File: config.mk
export PLATFORM = sky130hd
export DESIGN_NAME = calf_nic_ctrl
export DESIGN_NICKNAME = d
export VERILOG_FILES = /design/src/rtl/calf_nic_ctrl_pkg.sv /design/src/rtl/calf_nic_ctrl_inj_fifo.sv /design/src/rtl/calf_nic_ctrl.sv
export SDC_FILE = /design/constraint.sdc
export NUM_CORES = 1
export LEC_CHECK = 0
export ABC_AREA = 1
export CAP_MARGIN = 15
export CORE_ASPECT_RATIO = 1.25
export CORE_MARGIN = 2
export CORE_UTILIZATION = 55
export DETAILED_ROUTE_END_ITERATION = 16
export GPL_TIMING_DRIVEN = 1
export PLACE_DENSITY = 0.95
export SETUP_SLACK_MARGIN = 0.3
export SKIP_CTS_REPAIR_TIMING = 1
export SLEW_MARGIN = 40
export SYNTH_ARGS = -nofsm -noshare
export SYNTH_HDL_FRONTEND = slang
export SYNTH_SLANG_ARGS = --single-unit
File: constraint.sdc
create_clock -name clk -period 5.7 [get_ports clk]
set_input_delay 0.57 -clock clk [delete_from_list [all_inputs] [get_ports clk]]
set_output_delay 0.57 -clock clk [all_outputs]
set_load 0.05 [all_outputs]
File: src/rtl/calf_nic_ctrl_pkg.sv
// rtl/calf_nic_ctrl_pkg.sv - flit geometry and helpers shared by the CALF NIC controller
package calf_nic_ctrl_pkg;

   localparam int CONTROL_W = 32;
   localparam int VALID_F   = CONTROL_W - 1;
   localparam int NIC_DEPTH = 4;

   typedef logic [CONTROL_W-1:0] flit_t;

   function automatic flit_t set_valid(input flit_t f);
      flit_t v;
      v          = f;
      v[VALID_F] = 1'b1;
      return v;
   endfunction

endpackage

File: src/rtl/calf_nic_ctrl_inj_fifo.sv
// rtl/calf_nic_ctrl_inj_fifo.sv - injection FIFO; head is read straight from registered storage
module calf_nic_ctrl_inj_fifo
   import calf_nic_ctrl_pkg::*;
#(
   parameter int DEPTH = NIC_DEPTH
)
(
   input  logic                   clk,
   input  logic                   rst_n,
   input  flit_t                  i_data,
   input  logic                   i_push,
   input  logic                   i_pop,
   output flit_t                  o_head,
   output logic                   o_empty,
   output logic                   o_full,
   output logic [$clog2(DEPTH):0] o_count
);

   localparam int AW = $clog2(DEPTH);

   flit_t          r_mem [DEPTH];
   logic [AW-1:0]  r_wr_ptr;
   logic [AW-1:0]  r_rd_ptr;
   logic [AW:0]    r_count;
   logic           w_push;
   logic           w_pop;

   assign o_empty = (r_count == '0);
   assign o_full  = (r_count == (AW+1)'(DEPTH));
   assign w_push  = i_push & ~o_full;
   assign w_pop   = i_pop & ~o_empty;
   assign o_head  = r_mem[r_rd_ptr];
   assign o_count = r_count;

   always_ff @(posedge clk) begin
      if (w_push) begin
         r_mem[r_wr_ptr] <= i_data;
      end
   end

   // Pointers wrap naturally because DEPTH is a power of two.
   always_ff @(posedge clk) begin
      if (!rst_n) begin
         r_wr_ptr <= '0;
         r_rd_ptr <= '0;
         r_count  <= '0;
      end else begin
         if (w_push) begin
            r_wr_ptr <= r_wr_ptr + 1'b1;
         end
         if (w_pop) begin
            r_rd_ptr <= r_rd_ptr + 1'b1;
         end
         case ({w_push, w_pop})
            2'b10:   r_count <= r_count + 1'b1;
            2'b01:   r_count <= r_count - 1'b1;
            default: r_count <= r_count;
         endcase
      end
   end

endmodule

File: src/rtl/calf_nic_ctrl.sv
// rtl/calf_nic_ctrl.sv - CALF router port4 injection/ejection controller; optional gap throttling via CALF_NIC_THROTTLE_EN
module calf_nic_ctrl
   import calf_nic_ctrl_pkg::*;
#(
   parameter int DEPTH     = NIC_DEPTH,
   parameter int STARVE_W  = 8,
   parameter int STARVE_TH = 64
)
(
   input  logic                 clk,
   input  logic                 rst_n,
   input  logic [CONTROL_W-1:0] core_flit_i,
   input  logic                 core_valid_i,
   output logic                 core_ready_o,
   output logic [CONTROL_W-1:0] port4_ci_o,
   input  logic                 port4_ack_i,
   input  logic [CONTROL_W-1:0] port4_co_i,
   output logic [CONTROL_W-1:0] ej_flit_o,
   output logic                 ej_valid_o,
   output logic                 starved_o,
   output logic [15:0]          inj_count_o,
   output logic [15:0]          ej_count_o,
   input  logic [7:0]           throttle_gap_i
);

   localparam logic [STARVE_W-1:0] TH_W = STARVE_W'(STARVE_TH);

   flit_t                  w_head;
   logic                   w_empty;
   logic                   w_full;
   logic [$clog2(DEPTH):0] w_unused_count;
   logic                   w_throttled;
   logic                   w_head_vld;
   logic                   w_pop;
   logic [STARVE_W-1:0]    r_starve;
   logic [STARVE_W-1:0]    w_starve_nxt;
   logic                   r_starved;
   logic [15:0]            r_inj_cnt;
   logic [15:0]            r_ej_cnt;
   flit_t                  r_ej_flit;
   logic                   r_ej_valid;

   calf_nic_ctrl_inj_fifo #(.DEPTH(DEPTH)) u_inj_fifo (
      .clk     (clk),
      .rst_n   (rst_n),
      .i_data  (set_valid(core_flit_i)),
      .i_push  (core_valid_i),
      .i_pop   (w_pop),
      .o_head  (w_head),
      .o_empty (w_empty),
      .o_full  (w_full),
      .o_count (w_unused_count)
   );

`ifdef CALF_NIC_THROTTLE_EN
   logic [7:0] r_gap;

   always_ff @(posedge clk) begin
      if (!rst_n) begin
         r_gap <= '0;
      end else if (w_pop) begin
         r_gap <= throttle_gap_i;
      end else if (r_gap != 8'd0) begin
         r_gap <= r_gap - 1'b1;
      end
   end

   assign w_throttled = (r_gap != 8'd0);
`else
   logic w_unused_gap;
   assign w_unused_gap = ^throttle_gap_i;
   assign w_throttled  = 1'b0;
`endif

   // Head visibility depends only on registers, so ack never feeds back into port4_ci_o.
   assign w_head_vld   = ~w_empty & ~w_throttled;
   assign w_pop        = port4_ack_i & w_head_vld;
   assign port4_ci_o   = w_head_vld ? w_head : '0;
   assign core_ready_o = ~w_full;

   always_comb begin
      w_starve_nxt = r_starve;
      if (w_empty || w_pop) begin
         w_starve_nxt = '0;
      end else if (w_head_vld && (r_starve != '1)) begin
         w_starve_nxt = r_starve + 1'b1;
      end
   end

   always_ff @(posedge clk) begin
      if (!rst_n) begin
         r_starve   <= '0;
         r_starved  <= 1'b0;
         r_inj_cnt  <= '0;
         r_ej_cnt   <= '0;
         r_ej_flit  <= '0;
         r_ej_valid <= 1'b0;
      end else begin
         r_starve   <= w_starve_nxt;
         r_starved  <= (w_starve_nxt >= TH_W);
         r_ej_flit  <= port4_co_i;
         r_ej_valid <= port4_co_i[VALID_F];
         if (w_pop) begin
            r_inj_cnt <= r_inj_cnt + 1'b1;
         end
         if (port4_co_i[VALID_F]) begin
            r_ej_cnt <= r_ej_cnt + 1'b1;
         end
      end
   end

   assign starved_o   = r_starved;
   assign inj_count_o = r_inj_cnt;
   assign ej_count_o  = r_ej_cnt;
   assign ej_flit_o   = r_ej_flit;
   assign ej_valid_o  = r_ej_valid;

endmodule

-- Word level (Yosys, flattened, before mapping)
Memory sizes are Yosys's and may differ from the RTL's. A register that Yosys moved wholly into a read port is not among the register bits.
Index checks and enable logic that the tools add are counted.
- register bits after elaboration: 81
- bits in latches: 0
- memories kept: 1
- memory bits (writable): 124
- bits of input ports: 76
- output and inout bits: 99
- logic and storage cells: 39
- memory bits (read-only): 0
- memories (name ; depth ; bits a word ; rd ports ; clocked after memory_dff ; write ports ; line ; text):
    u_inj_fifo.r_mem ; 4 ; 31 ; 1 ; 1 ; 1 ; calf_nic_ctrl_inj_fifo.sv:21 ; flit_t r_mem [DEPTH];
- bitwise operators: 5
- magnitude comparators: 1
- divide/modulo/power cells: 0
- multiplexer cells: 8
- add/subtract/negate cells: 7
- shift operators: 0
- eq/ne operators: 4
- multipliers: 0
- reduce and logical (&&, ||, !) cells: 4
- operators by type and width (cell ; number):
    $add 16x1->16 const B ; 2
    $mux 32 ; 1
    $mux 8 ; 2
    $add 8x1->8 const B ; 1
    $ge 8x7->1 const B ; 1
    $ne 8x8->1 const B ; 1
    $pmux 3 s2 ; 1
    $add 2x1->2 const B ; 2
    $mux 2 ; 2
    $add 3x1->3 const B ; 1
    $and 1x1->1 ; 3
    $eq 3x3->1 const B ; 1
    $logic_not 3->1 ; 1
    $sub 3x1->3 const B ; 1
    $eq 2x1->1 const B ; 1
    $eq 2x2->1 const B ; 1
    $mux 1 ; 2
    $not 1->1 ; 2
    $reduce_bool 2->1 ; 1
    $logic_and 1x1->1 ; 1
    $logic_or 1x1->1 ; 1

-- Logic depth before layout (Yosys ltp)
- word-level depth: 6
- depth in mapped cells: 11
- mapped depth without buffers: 11

-- Hierarchy
A second synthesis with hierarchy kept.
- cells, all modules: 834
- area, all modules: 8401.8 um^2
- by module, submodules not included (module ; instances ; cells each ; sequential area each (um^2) ; area each (um^2)):
    calf_nic_ctrl_inj_fifo ; 1 ; 379 ; 4023.9 ; 5276.3
    calf_nic_ctrl ; 1 ; 455 ; 1461.4 ; 3125.5

-- Worst setup path after synthesis
Ideal clock, no wire load.
- path type: register to register
- from: register u_inj_fifo.r_count[1] (netlist: u_inj_fifo.o_count[1])
- to: memory u_inj_fifo.r_mem[0][0] (netlist bit) (enable)
- data required time: 5.281 ns
- arrival time: 2.370 ns
- cell stages (with the launch flop): 5
- setup time: 0.419 ns
- clock period less this slack: 2.790 ns
- buffers on the path: 0
- path slack: 2.910 ns
- path through: dfxtp_1 > nor2_1 > nand2_1 > nand2_1 > nor2_1
- cells in the longest elaborated chain, start to end: 5
- RTL lines (what ; line ; text):
    start: declaration ; calf_nic_ctrl_inj_fifo.sv:24 ; logic [AW:0] r_count;
    start signal: assignment ; calf_nic_ctrl_inj_fifo.sv:55 ; 2'b10: r_count <= r_count + 1'b1;
    start signal: assignment ; calf_nic_ctrl_inj_fifo.sv:56 ; 2'b01: r_count <= r_count - 1'b1;
    start signal: assignment ; calf_nic_ctrl_inj_fifo.sv:57 ; default: r_count <= r_count;
    $eq 3x3->1 ; calf_nic_ctrl_inj_fifo.sv:29 ; assign o_full = (r_count == (AW+1)'(DEPTH));
    $not 1->1 ; - ;
    net core_ready_o ; calf_nic_ctrl.sv:14 ; output logic core_ready_o,
    $and 1x1->1 ; calf_nic_ctrl_inj_fifo.sv:30 ; assign w_push = i_push & ~o_full;
    $mux 1 ; calf_nic_ctrl_inj_fifo.sv:36 ; if (w_push) begin
    $mux 1 (implied by the code) ; calf_nic_ctrl_inj_fifo.sv:37 ; r_mem[r_wr_ptr] <= i_data;
    end: declaration ; calf_nic_ctrl_inj_fifo.sv:21 ;
The timed path passes the listed nets, and every way through them passes these cells.

==> impl_metrics.ini <==
[outcome]
outcome = finished, final reports clean

[sta]
min_period_ns = 3.56
tns_ns = 0
finalSetupViolCount = 0
fin_crit_sh = 0.624
drv_slew = 0
max_slew.worst_pin.slew_ns = 0.709
rsz0062_at_grt = no
max_slew_margin = 0.527
final-hold-violation-count = 0
max_freq_ghz = 0.281
fin_skew_ns = 0.0130

[run]
drv_cap = 0

[detailed_routing]
drt_iter0_markers = 483
drt-total-wl_um = 18500
detail-route-antenna-nets = 0
vias_per_cell = 5.24
num_vias = 6073
drcViolationCount = 0
wire_per_inst_um = 15.9
firstDrtPassIters = 7

[layout]
antenna_cells = 0
nets = 1053
area_growth_pct = 30.7
layout_common_cells = nor2_1 (169), clkdlybuf4s50_1 (164), edfxtp_1 (124)
drive_above_1_share = 0.0642
mostFrequentLayoutCell = nor2_1
fillCellCount = 922

[yosys]
yosysWarnings = 0
synth_seq_area_share = 0.662
yosysUniqueCellTypes = 32
synth_area_um2 = 8110
async_reset_ff_frac = 0
avgSynthCellArea_um2 = 10.0
synth_edf_count = 124
synth_nets = 892
yosys_most_used_dff = edfxtp_1
synthCells = 807
yosys_register_bits = 206

[cts]
cts_num_sinks = 206
cts_tree = built
h-tree-depth = 1
numCtsBuffers = 20
clockRootBuffer = clkbuf_16
clk_pin_slew_ns = 0.06
clock_latency_ns = 0.49
clockBufferDepth = 3

[critical_path]
cp.required_ns = 5.13
start_kind = flop
cp-end-kind = primary output
path_class = reg -> out
crit_fanout = 63
cp.arrival_ns = 2.99

[placed_design]
dp.final_hpwl_um = 12100
numPortBuffers = 165
gp_congestion = 0.803

[pwr]
p_per_area_nw_per_um2 = 428
total_power_mw = 4.53
power_switching_mw = 1.66
p_leak_nw = 3.99
p_seq_frac = 0.385
combPwrFrac = 0.345
pwr-share-clk = 0.270
ir_drop_v = 0.000345
swShare = 0.367
intPower_mw = 2.87

[global_routing]
grt_max_degree = 64
grt_pass1_vias = 6021
grt_usage = 0.229
antenna_found_initial = 0
grt_pass1_wl_um = 29000
grt_overflow = 0

[floorplan]
row_count = 49
die_h_um = 140
initial_core_util = 0.563
die_w_um = 113
dieArea_um2 = 15700
core_um2 = 14400
ios = 175

[hold_path]
holdCritPathClass = reg -> reg
[state kept, by name, indices dropped and copies added (netlist names), named ones only]
signal               cells
u_inj_fifo.r_mem       124
ej_flit_o               32
ej_count_o              16
inj_count_o             16
r_starve                 8
u_inj_fifo.o_count       3
u_inj_fifo.r_rd_ptr      2
u_inj_fifo.r_wr_ptr      2
starved_o                1
[cell usage after synthesis, types with 3 or more instances]
| library cell | instances | share of area |
|---|---|---|
| nor2_1 | 173 | 0.080 |
| edfxtp_1 | 124 | 0.46 |
| nand2_1 | 93 | 0.043 |
| dfxtp_1 | 82 | 0.20 |
| inv_1 | 73 | 0.034 |
| a21oi_1 | 64 | 0.039 |
| o21ai_0 | 61 | 0.038 |
| nand3_1 | 25 | 0.015 |
| o21ai_1 | 25 | 0.015 |
| clkbuf_1 | 18 | 0.0083 |
| buf_2 | 13 | 0.0080 |
| inv_2 | 9 | 0.0042 |
| ha_1 | 8 | 0.012 |
| nand4_1 | 6 | 0.0046 |
| nor2_2 | 4 | 0.0031 |
| buf_4 | 3 | 0.0028 |
| nor3_1 | 3 | 0.0019 |
| nor3b_1 | 3 | 0.0028 |
| xor2_1 | 3 | 0.0032 |
[logic make-up after synthesis]
family | after synthesis | synth area share
AND/OR/NAND/NOR | 316 | 0.163
XOR/XNOR | 5 | 0.00540
adder cells (fa/ha/maj) | 9 | 0.0148
flip-flops | 206 | 0.662
AO/OA/AOI/OAI | 154 | 0.0964
buffers and inverters | 117 | 0.0585
[cell type report]
type / instances / area (um^2) / area share
sequential: 206 / 5370 / 0.506
timing repair buffer: 174 / 1780 / 0.168
inverter: 82 / 310 / 0.0293
clock inverter: 7 / 37.5 / 0.00354
tap: 178 / 223 / 0.0210
multi-input combinational: 484 / 2300 / 0.217
clock buffer: 29 / 576 / 0.0543
[worst max-delay path, cell delays in order (launching register included)]
cell	delay, ns
dfxtp_2	0.31
buf_4	0.55
inv_4	0.41
o21ai_0	0.34
a21oi_1	0.12
clkdlybuf4s50_1	0.75
[layer usage]
metal / vias up / GRT usage / wire length [um]
met5: - / 0 / 0
met4: 0 / 0.0469 / 213
met3: 21 / 0.0566 / 1430
met2: 221 / 0.440 / 9920
met1: 2835 / 0.255 / 6890
li1: 2996 / - / -
[per-stage QoR]
stage	hold WS, ns	worst slack [ns]	area (um^2)	utilization	cells
3_3_place_gp	0.453	2.48	9870	0.685	1118
3_5_place_dp	0.466	2.68	9980	0.693	1124
6_report	0.470	2.14	10600	0.736	1160
2_1_floorplan	0.436	2.91	8110	-	807
4_1_cts	0.478	2.15	10600	0.736	1160
5_1_grt	0.492	1.97	10600	0.736	1160
[power by group through the flow]
stage	combinational, mW	sequential [mW]	clock (mW)
after floorplan	0.997	1.84	0
after CTS	1.57	1.75	1.25
after global placement	1.51	1.77	0
final	1.56	1.75	1.22
after global routing	1.67	1.76	1.31
after detailed placement	1.57	1.78	0
[final timing paths]
kind                                               to  cells past startpoint                   start  slack (ns)
worst max register to register  u_inj_fifo.o_count[2]                     11   u_inj_fifo.o_count[1]        2.94
worst max-delay path                   port4_ci_o[27]                      5                    flop        2.14
worst min-delay path                             flop                      2  u_inj_fifo.r_rd_ptr[1]        0.47
worst min register to register                   flop                      2  u_inj_fifo.r_rd_ptr[1]        0.47
No activity file was read; power rests on OpenSTA's default activity.
